`src/rtl/pscan_pkg.sv`:
```
// Shared types and defaults for the pattern scan controller: FSM state encoding,
// default memory map, counter width and a 4-bit population count helper.
package pscan_pkg;

  localparam int         CNT_W         = 8;
  localparam int         DEF_STR_LEN   = 32;
  localparam logic [7:0] DEF_BASE_ADDR = 8'd0;
  localparam logic [7:0] DEF_PAT_ADDR  = 8'd32;
  localparam logic [7:0] DEF_RES_ADDR  = 8'd33;

  typedef enum logic [2:0] {
    IDLE   = 3'd0,
    LD_PAT = 3'd1,
    SCAN   = 3'd2,
    WR_CTB = 3'd3,
    WR_CTO = 3'd4,
    WR_CTS = 3'd5,
    DONE   = 3'd6
  } pscan_state_e;

  function automatic logic [2:0] pop4(input logic [3:0] v);
    return 3'(v[0]) + 3'(v[1]) + 3'(v[2]) + 3'(v[3]);
  endfunction

endpackage

```
`src/rtl/pscan_match.sv`:
```
// Combinational 5-bit window matcher: counts pattern hits inside the current byte
// and across the boundary with the previous byte (MSB-first bit stream).
module pscan_match
  import pscan_pkg::*;
(
  input  logic [4:0] pat_i,
  input  logic [7:0] cur_i,
  input  logic [7:0] prev_i,
  output logic [2:0] in_cnt_o,
  output logic       any_o,
  output logic [2:0] x_cnt_o
);

  logic [3:0] in_hit;
  logic [3:0] x_hit;

  assign in_hit = {cur_i[7:3] == pat_i, cur_i[6:2] == pat_i,
                   cur_i[5:1] == pat_i, cur_i[4:0] == pat_i};

  // Windows that start in the previous byte and end in the current one.
  assign x_hit  = {{prev_i[3:0], cur_i[7]}   == pat_i,
                   {prev_i[2:0], cur_i[7:6]} == pat_i,
                   {prev_i[1:0], cur_i[7:5]} == pat_i,
                   {prev_i[0],   cur_i[7:4]} == pat_i};

  assign in_cnt_o = pop4(in_hit);
  assign any_o    = |in_hit;
  assign x_cnt_o  = pop4(x_hit);

endmodule

```
`src/rtl/pattern_scan_ctrl.sv`:
```
// Scans a byte string in memory for a 5-bit pattern and writes the hit counts back.
// Define PSCAN_CROSS_EN to also count byte-crossing windows and write the stream count.
module pattern_scan_ctrl
  import pscan_pkg::*;
#(
  parameter logic [7:0] BASE_ADDR = DEF_BASE_ADDR,
  parameter int         STR_LEN   = DEF_STR_LEN,
  parameter logic [7:0] PAT_ADDR  = DEF_PAT_ADDR,
  parameter logic [7:0] RES_ADDR  = DEF_RES_ADDR
) (
  input  logic       clk,
  input  logic       reset_n,
  input  logic       start,
  output logic       busy,
  output logic       done,
  output logic [7:0] mem_addr,
  input  logic [7:0] mem_rdata,
  output logic [7:0] mem_wdata,
  output logic       mem_we
);

  localparam logic [7:0] LAST_IDX = 8'(STR_LEN - 1);

  pscan_state_e     state_q, state_d;
  logic [4:0]       pat_q;
  logic [7:0]       idx_q;
  logic [CNT_W-1:0] ctb_q, cto_q;
  logic [2:0]       in_cnt;
  logic             any_hit;
  logic [2:0]       x_cnt;

`ifdef PSCAN_CROSS_EN
  logic [7:0]       prev_q;
  logic [CNT_W-1:0] cts_q;

  pscan_match u_match (
    .pat_i    (pat_q),
    .cur_i    (mem_rdata),
    .prev_i   (prev_q),
    .in_cnt_o (in_cnt),
    .any_o    (any_hit),
    .x_cnt_o  (x_cnt)
  );
`else
  logic [2:0] cross_unused;

  pscan_match u_match (
    .pat_i    (pat_q),
    .cur_i    (mem_rdata),
    .prev_i   (8'd0),
    .in_cnt_o (in_cnt),
    .any_o    (any_hit),
    .x_cnt_o  (cross_unused)
  );
  assign x_cnt = 3'd0;
`endif

  always_ff @(posedge clk or negedge reset_n) begin
    if (!reset_n) begin
      state_q <= IDLE;
    end else begin
      state_q <= state_d;
    end
  end

  // Memory-facing outputs are decoded from state so reset clears them at once.
  always_comb begin
    state_d   = state_q;
    busy      = 1'b1;
    done      = 1'b0;
    mem_addr  = 8'd0;
    mem_wdata = 8'd0;
    mem_we    = 1'b0;
    case (state_q)
      IDLE: begin
        busy = 1'b0;
        if (start) state_d = LD_PAT;
      end
      LD_PAT: begin
        mem_addr = PAT_ADDR;
        state_d  = SCAN;
      end
      SCAN: begin
        mem_addr = BASE_ADDR + idx_q;
        if (idx_q == LAST_IDX) state_d = WR_CTB;
      end
      WR_CTB: begin
        mem_we    = 1'b1;
        mem_addr  = RES_ADDR;
        mem_wdata = ctb_q;
        state_d   = WR_CTO;
      end
      WR_CTO: begin
        mem_we    = 1'b1;
        mem_addr  = RES_ADDR + 8'd1;
        mem_wdata = cto_q;
`ifdef PSCAN_CROSS_EN
        state_d   = WR_CTS;
`else
        state_d   = DONE;
`endif
      end
`ifdef PSCAN_CROSS_EN
      WR_CTS: begin
        mem_we    = 1'b1;
        mem_addr  = RES_ADDR + 8'd2;
        mem_wdata = cts_q;
        state_d   = DONE;
      end
`endif
      DONE: begin
        busy = 1'b0;
        done = 1'b1;
        if (start) state_d = LD_PAT;
      end
      default: begin
        busy    = 1'b0;
        state_d = IDLE;
      end
    endcase
  end

  always_ff @(posedge clk or negedge reset_n) begin
    if (!reset_n) begin
      pat_q  <= 5'd0;
      idx_q  <= 8'd0;
      ctb_q  <= '0;
      cto_q  <= '0;
`ifdef PSCAN_CROSS_EN
      cts_q  <= '0;
      prev_q <= 8'd0;
`endif
    end else begin
      case (state_q)
        LD_PAT: begin
          pat_q  <= mem_rdata[7:3];
          idx_q  <= 8'd0;
          ctb_q  <= '0;
          cto_q  <= '0;
`ifdef PSCAN_CROSS_EN
          cts_q  <= '0;
          prev_q <= 8'd0;
`endif
        end
        SCAN: begin
          idx_q <= idx_q + 8'd1;
          ctb_q <= ctb_q + CNT_W'(in_cnt);
          if (any_hit) cto_q <= cto_q + CNT_W'(1);
`ifdef PSCAN_CROSS_EN
          // The first byte has no predecessor, so its crossing windows do not exist.
          cts_q  <= cts_q + CNT_W'(in_cnt) + ((idx_q != 8'd0) ? CNT_W'(x_cnt) : '0);
          prev_q <= mem_rdata;
`endif
        end
        default: ;
      endcase
    end
  end

endmodule

```
`config.mk`:
```
export PLATFORM = sky130hd
export DESIGN_NAME = pattern_scan_ctrl
export DESIGN_NICKNAME = d
export VERILOG_FILES = /design/src/rtl/pscan_pkg.sv /design/src/rtl/pscan_match.sv /design/src/rtl/pattern_scan_ctrl.sv
export SDC_FILE = /design/constraint.sdc
export NUM_CORES = 1
export LEC_CHECK = 0
export CORE_MARGIN = 5
export CORE_UTILIZATION = 50
export CTS_BUF_LIST = sky130_fd_sc_hd__clkbuf_4
export CTS_CLUSTER_SIZE = 14
export DETAILED_ROUTE_END_ITERATION = 8
export DONT_BUFFER_PORTS = 1
export PLACE_DENSITY_LB_ADDON = 0.1
export REMOVE_ABC_BUFFERS = 1
export SYNTH_ARGS = -nofsm -noshare
export SYNTH_HDL_FRONTEND = slang
export SYNTH_SLANG_ARGS = --single-unit
```
`constraint.sdc`:
```
create_clock -name clk -period 3.55 [get_ports clk]
set_input_delay 0.5325 -clock clk [delete_from_list [all_inputs] [get_ports clk]]
set_output_delay 0.5325 -clock clk [all_outputs]
set_load 0.05 [all_outputs]
```
==> impl_metrics.tcl, run 1 <==
set metrics [dict create \
    die_h_um 75.93 \
    drv_slew 0 \
    synth.lib_cells_used.distinct 45 \
    hold_viol_final 0 \
    antenna_found_initial 0 \
    syn-instance-count 230 \
    ioPinCount 30 \
    route.final.wire_length_mm 4.571 \
    worstRegToRegCells 14 \
    syn_area_um2 2173 \
    synth-seq-area-share_pct 36.85 \
    min_delay_path_depth 1 \
    first_pass_grt_wire_length_mm 7.714 \
    grt_util_all_layers_pct 16.06 \
    io_buffer_count 0 \
    crit-reg2reg-launch "pat_q[3]" \
    most_common_library_cell_in_the_layout_ignoring_fill_and_taps "dfrtp_1" \
    power.leakage_nw 1.028 \
    synth.area.top_cells "dfrtp_1 37%, a22o_1 6.9%, xor2_1 6.4%, ha_1 4.6%, mux2_2 3.1%" \
    min_path_type "input pin to flop" \
    die_outline_area_um2 5765 \
    worstSetupStartpointType "flop" \
    post_drt_via_cell_ratio 5.975 \
    detail_route.drc_violations 0 \
    cts_max_path_buffers 2 \
    area_delta_synth_final_pct 5.009 \
    rows 24 \
    power_density_over_the_cells_nw_per_um2 865.0 \
    final_critical_path_setup_slack_ps 452.5 \
    cts-root-buf "clkbuf_4" \
    cts-htree-levels 2 \
    timing.setup.critical_path_class "flop to flop" \
    synth_edf_count 0 \
    clock-skew-final_ps 13.82 \
    post-cts-setup-buffer-count 0 \
    setup_viol 0 \
    hold-path-endpoint "pat_q[3]" \
    yosysWarningCount 0 \
    antenna_violation_net_count_after_detailed_routing 0 \
    insertion_delay_ps 340 \
    max_slew_margin_pct 33.89 \
    totalNegativeSetupSlack_ps 0 \
    place.gp.congestion 0.8276 \
    timing.final.crit_share_pct 87.25 \
    endpoint_kind "flop" \
    status "finished, final reports clean" \
    rr_endpoint "ctb_q[7]" \
    path_clk_slew_ps 110 \
    grt_start_max_net_pins 33 \
    critPathMaxFanout 5 \
    critical_path.startpoint "pat_q[3]" \
    commonest_non_fill_non_tap_cells_in_the_layout "32 x dfrtp_1, 17 x a22o_1, 16 x xor2_1, 16 x nand2_1, 14 x nor2_1" \
    vias 1655 \
    worst_min_delay_path_startpoint "mem_rdata[6]" \
    ys.flop_type "dfrtp_1" \
    first_global_vias 1585 \
    cp_data_required_time_ps 3810 \
    initial_core_util_pct 50.61 \
    fmaxAchievable_mhz 322.8 \
    ys_async_rst_share_pct 100.0 \
    yosysTopAreaCell "dfrtp_1" \
    post_drt_wl_per_cell_um 16.50 \
    fin_worst_hold_slack_ps 344.8 \
    globalRouteOverflowTotal 0 \
    design.core.area_um2 4294 \
    worst-slew-pin-transition_ps 989.5 \
    fin_util_pct 53.15 \
    yosys.area.top_type_share_pct 36.85 \
    antenna_cells_inserted 0 \
    initialDrtViolationCount 90 \
    dieWidth_um 75.93 \
    finalCriticalPeriod_ps 3097 \
    reg2reg_slack_ps 450 \
    drv_cap 0 \
    clock_sinks 32 \
    nNetsFinal 245 \
    fraction_of_final_layout_cells_with_drive_strength_greater_than_1_pct 12.00 \
    number_of_buffers_inserted_during_clock_tree_synthesis 5 \
    ys_ff_latch 32 \
    tritoncts_clock_tree "done" \
    rsz0062_at_grt "no" \
    mean_area_per_synthesized_cell_um2 9.449 \
    worstPathArrival_ps 3360 \
    detail_route.first_pass.iterations 4 \
    dp_hpwl_mm 3.316 \
    vdd.ir_drop.worst_mv 0.3722 \
    pre_cts_slack_ps 421.3 \
]
[worst max-delay path, stage by stage, from the launching register on]
cell and delay (ps):
dfrtp_1 490, xor2_1 190, nor2_1 50, and4_1 180, ha_1 270, inv_1 50
fa_1 380, inv_1 60, ha_1 240, ha_1 280, a21o_1 180, a21oi_1 250
nor2_1 120, nand3_1 110, mux2i_1 190
[worst max path at each step]
stage,endpoint,slack (ps),cells past startpoint
floorplan,ctb_q[6],610,15
global placement,ctb_q[6],460,15
detailed placement,ctb_q[6],420,15
CTS,ctb_q[7],440,14
global route,ctb_q[6],130,16
finish,ctb_q[7],450,14
[area by class of cell]
class                      instances  area, um2
clock buffer                       6      45.04
clock inverter                     2      35.03
fill                             422       2012
inverter                          12      45.04
multi-input combinational        169       1246
sequential                        32      800.8
tap                               52      65.06
timing repair buffer               4      45.04
[report_power, final]
part           switching (mW)  internal [mW]
Clock                   0.131          0.155
Combinational           0.644          0.355
Sequential              0.204          0.484
[through the flow]
| stage | area, um2 | power (mW) | std cells |
|---|---|---|---|
| 2_1_floorplan | 2087 | 1.465 | 213 |
| 3_3_place_gp | 2172 | 1.651 | 267 |
| 3_5_place_dp | 2172 | 1.682 | 267 |
| 4_1_cts | 2272 | 1.983 | 276 |
| 5_1_grt | 2282 | 2.118 | 277 |
| 6_report | 2282 | 1.974 | 277 |
[state kept, by name, indices dropped and copies added, names as in the netlist]
register,cells
pat_q,5
state_q,3
ctb_q,8
cto_q,8
idx_q,8
[cell usage after synthesis (2+ instances only)]
| cell type | instances |
|---|---|
| clkbuf_1 | 3 |
| nand2_1 | 16 |
| and3_1 | 2 |
| nor2_1 | 14 |
| nand3_1 | 9 |
| buf_2 | 11 |
| fa_1 | 2 |
| mux2i_1 | 5 |
| o211ai_1 | 2 |
| a22o_1 | 17 |
| a21oi_1 | 11 |
| nand4_1 | 2 |
| a211oi_1 | 2 |
| o21ai_0 | 10 |
| xor2_1 | 16 |
| nor2b_1 | 6 |
| o21a_1 | 2 |
| mux2_2 | 6 |
| inv_1 | 12 |
| buf_4 | 2 |
| ha_1 | 8 |
| a21o_1 | 2 |
| dfrtp_1 | 32 |
| o221ai_2 | 2 |
| and2_1 | 8 |
| xnor2_1 | 6 |
| nor3_1 | 4 |
[routing by layer]
layer	track usage [%]	up-vias	part of all wire (%)
met1	21.08	802	46
met2	24.66	48	46
met4	5.872	0	1.8
met5	0	-	0
met3	5.095	11	6.0
li1	-	794	-
[cell families after synthesis]
logic type / synth area share [%]
multiplexers: 5.412
AND/OR/NAND/NOR: 17.56
buffers and inverters: 6.044
XOR/XNOR: 8.866
flip-flops: 36.85
adder cells (fa/ha/maj): 6.448
AO/OA/AOI/OAI: 18.82
[what timing repair did]
item | CTS | global route
gates resized for setup | 0 | 0
hold endpoints to repair | 32 | 3
hold buffers | 1 | 1
Power figures use the tool's default switching activity.
==> run 2, diff against run 1 <==
--- a/config.mk
+++ b/config.mk
@@ -5,7 +5,7 @@
 export SDC_FILE = /design/constraint.sdc
 export NUM_CORES = 1
 export LEC_CHECK = 0
-export CORE_MARGIN = 5
+export CORE_MARGIN = 2
 export CORE_UTILIZATION = 50
 export CTS_BUF_LIST = sky130_fd_sc_hd__clkbuf_4
 export CTS_CLUSTER_SIZE = 14
==> constraint.sdc (replaced) <==
create_clock -name clk -period 3.9 [get_ports clk]
set_input_delay 0.585 -clock clk [delete_from_list [all_inputs] [get_ports clk]]
set_output_delay 0.585 -clock clk [all_outputs]
set_load 0.05 [all_outputs]
==> run 2 against run 1 <==
  * Die area is 15% lower
  * Wire length is 4.4% lower
  * Clock power is 9.1% lower
  * Non-clock buffer count is 3 lower
  * Global-route usage is 2.8 points higher
  * Power is 10% lower
  * Critical path depth stayed put
==> impl_metrics.tcl, run 2 (synthesized netlist as in run 1, its figures left out) <==
set metrics [dict create \
    status "finished, final reports clean" \
    cts-htree-levels 2 \
    nNetsFinal 242 \
    place.gp.congestion 0.8928 \
    fmaxAchievable_mhz 316.1 \
    tritoncts_clock_tree "done" \
    clock_sinks 32 \
    setup_viol 0 \
    clockPowerShare_pct 14.6 \
    cts_max_path_buffers 2 \
    initialDrtViolationCount 147 \
    fin_worst_hold_slack_ps 38.96 \
    first_global_vias 1558 \
    rsz0062_at_grt "no" \
    dieWidth_um 69.93 \
    cp_data_required_time_ps 4140 \
    die_outline_area_um2 4890 \
    reg2reg_slack_ps 740 \
    drv_cap 0 \
    post_drt_wl_per_cell_um 16.07 \
    globalRouteOverflowTotal 0 \
    antenna_cells_inserted 0 \
    power.leakage_nw 1.013 \
    ioPinCount 30 \
    design.core.area_um2 4086 \
    place.detailed.instances 263 \
    internal_power_mw 0.8959 \
    most_common_library_cell_in_the_layout_ignoring_fill_and_taps "dfrtp_1" \
    dp_hpwl_mm 3.223 \
    io_buffer_count 0 \
    endpoint_kind "flop" \
    pre_cts_slack_ps 631.5 \
    die_h_um 69.93 \
    max_slew_margin_pct 32.29 \
    rr_endpoint "ctb_q[6]" \
    worstRegToRegCells 14 \
    final_critical_path_setup_slack_ps 736.1 \
    commonest_non_fill_non_tap_cells_in_the_layout "32 x dfrtp_1, 17 x a22o_1, 16 x xor2_1, 16 x nand2_1, 14 x nor2_1" \
    vias 1612 \
    area_delta_synth_final_pct 3.742 \
    drv_slew 0 \
    power.sequential.fraction_pct 35.3 \
    timing.setup.critical_path_class "flop to flop" \
    insertion_delay_ps 350 \
    critical_path.startpoint "pat_q[2]" \
    antenna_found_initial 0 \
    layoutNonFillerInstCount 272 \
    path_clk_slew_ps 110 \
    first_pass_grt_wire_length_mm 7.258 \
    clock-skew-final_ps 14.60 \
    min_path_type "input pin to asynchronous set/reset pin" \
    worstSetupStartpointType "flop" \
    total_switching_power_mw 0.8813 \
    worstPathArrival_ps 3410 \
    number_of_buffers_inserted_during_clock_tree_synthesis 5 \
    nFillCells 366 \
    detail_route.first_pass.iterations 4 \
    hold_viol_final 0 \
    cts-root-buf "clkbuf_4" \
    grt_util_all_layers_pct 18.88 \
    power_density_over_the_cells_nw_per_um2 788.2 \
    fraction_of_final_layout_cells_with_drive_strength_greater_than_1_pct 11.26 \
    critPathMaxFanout 9 \
    initial_core_util_pct 53.18 \
    reg_top3 "ctb_q (8), cto_q (8), idx_q (8)" \
    power.total_mw 1.777 \
    vdd.ir_drop.worst_mv 0.3935 \
    grt_start_max_net_pins 33 \
    detail_route.drc_violations 0 \
    combPwrFrac_pct 50.1 \
    totalNegativeSetupSlack_ps 0 \
    worst-slew-pin-transition_ps 1014 \
    rows 23 \
    antenna_violation_net_count_after_detailed_routing 0 \
    crit-reg2reg-launch "pat_q[2]" \
    timing.final.crit_share_pct 81.13 \
    route.final.wire_length_mm 4.370 \
    finalCriticalPeriod_ps 3164 \
    post_drt_via_cell_ratio 5.926 \
    power_switching_share_pct 49.59 \
]
[run 2: stage by stage]
step,utilization (%),instance area [um2]
finish,55.17,2255
global route,55.17,2255
CTS,55.17,2255
detailed placement,52.73,2155
global placement,52.73,2155
floorplan,-,2087
[run 2: cell type report]
class | instances | area [um2] | share of cell area [%]
well taps | 50 | 62.56 | 2.775
inverters | 12 | 45.04 | 1.998
clock inverters | 2 | 35.03 | 1.554
clock buffers | 6 | 45.04 | 1.998
repair buffers | 1 | 20.02 | 0.8879
flip-flops and latches | 32 | 800.8 | 35.52
multi-input cells | 169 | 1246 | 55.27
[run 2: repair_timing]
item	in CTS	in global routing
resized for setup	0	0
hold endpoints to repair	32	0
setup buffers	0	0
hold buffers	1	0
[run 2: metal layers]
layer  vias to the layer above  track usage (%)  wire length [um]
li1                        782                -                 -
met1                       793            24.10              2030
met2                        29            30.05              2067
met3                         8            5.916               186
met4                         0            7.051                85
met5                         -                0                 0
[run 2: worst max-delay path, stage by stage, from the launching register on]
cell and delay [ps]:
dfrtp_1 470, xor2_1 190, nor3_1 170, and2_1 390, inv_1 100, fa_1 450, inv_1 70, ha_1 160
inv_1 50, fa_1 400, nor2b_1 130, o21a_1 160, nand4_1 120, nand3_1 120, o21ai_0 90
[run 2: how the worst max path moves through the flow]
stage               end  slack [ps]
3_3_place_gp   ctb_q[6]         720
4_1_cts        ctb_q[6]         710
5_1_grt        ctb_q[6]         490
2_1_floorplan  ctb_q[6]         910
3_5_place_dp   ctb_q[6]         630
6_report       ctb_q[6]         740
[run 2: power groups by stage]
stage	clock, mW	combinational, mW	sequential (mW)
after floorplan	0	0.750	0.583
after global placement	0	0.869	0.622
after detailed placement	0	0.886	0.632
after CTS	0.268	0.897	0.624
after global routing	0.278	0.987	0.650
final	0.260	0.890	0.627
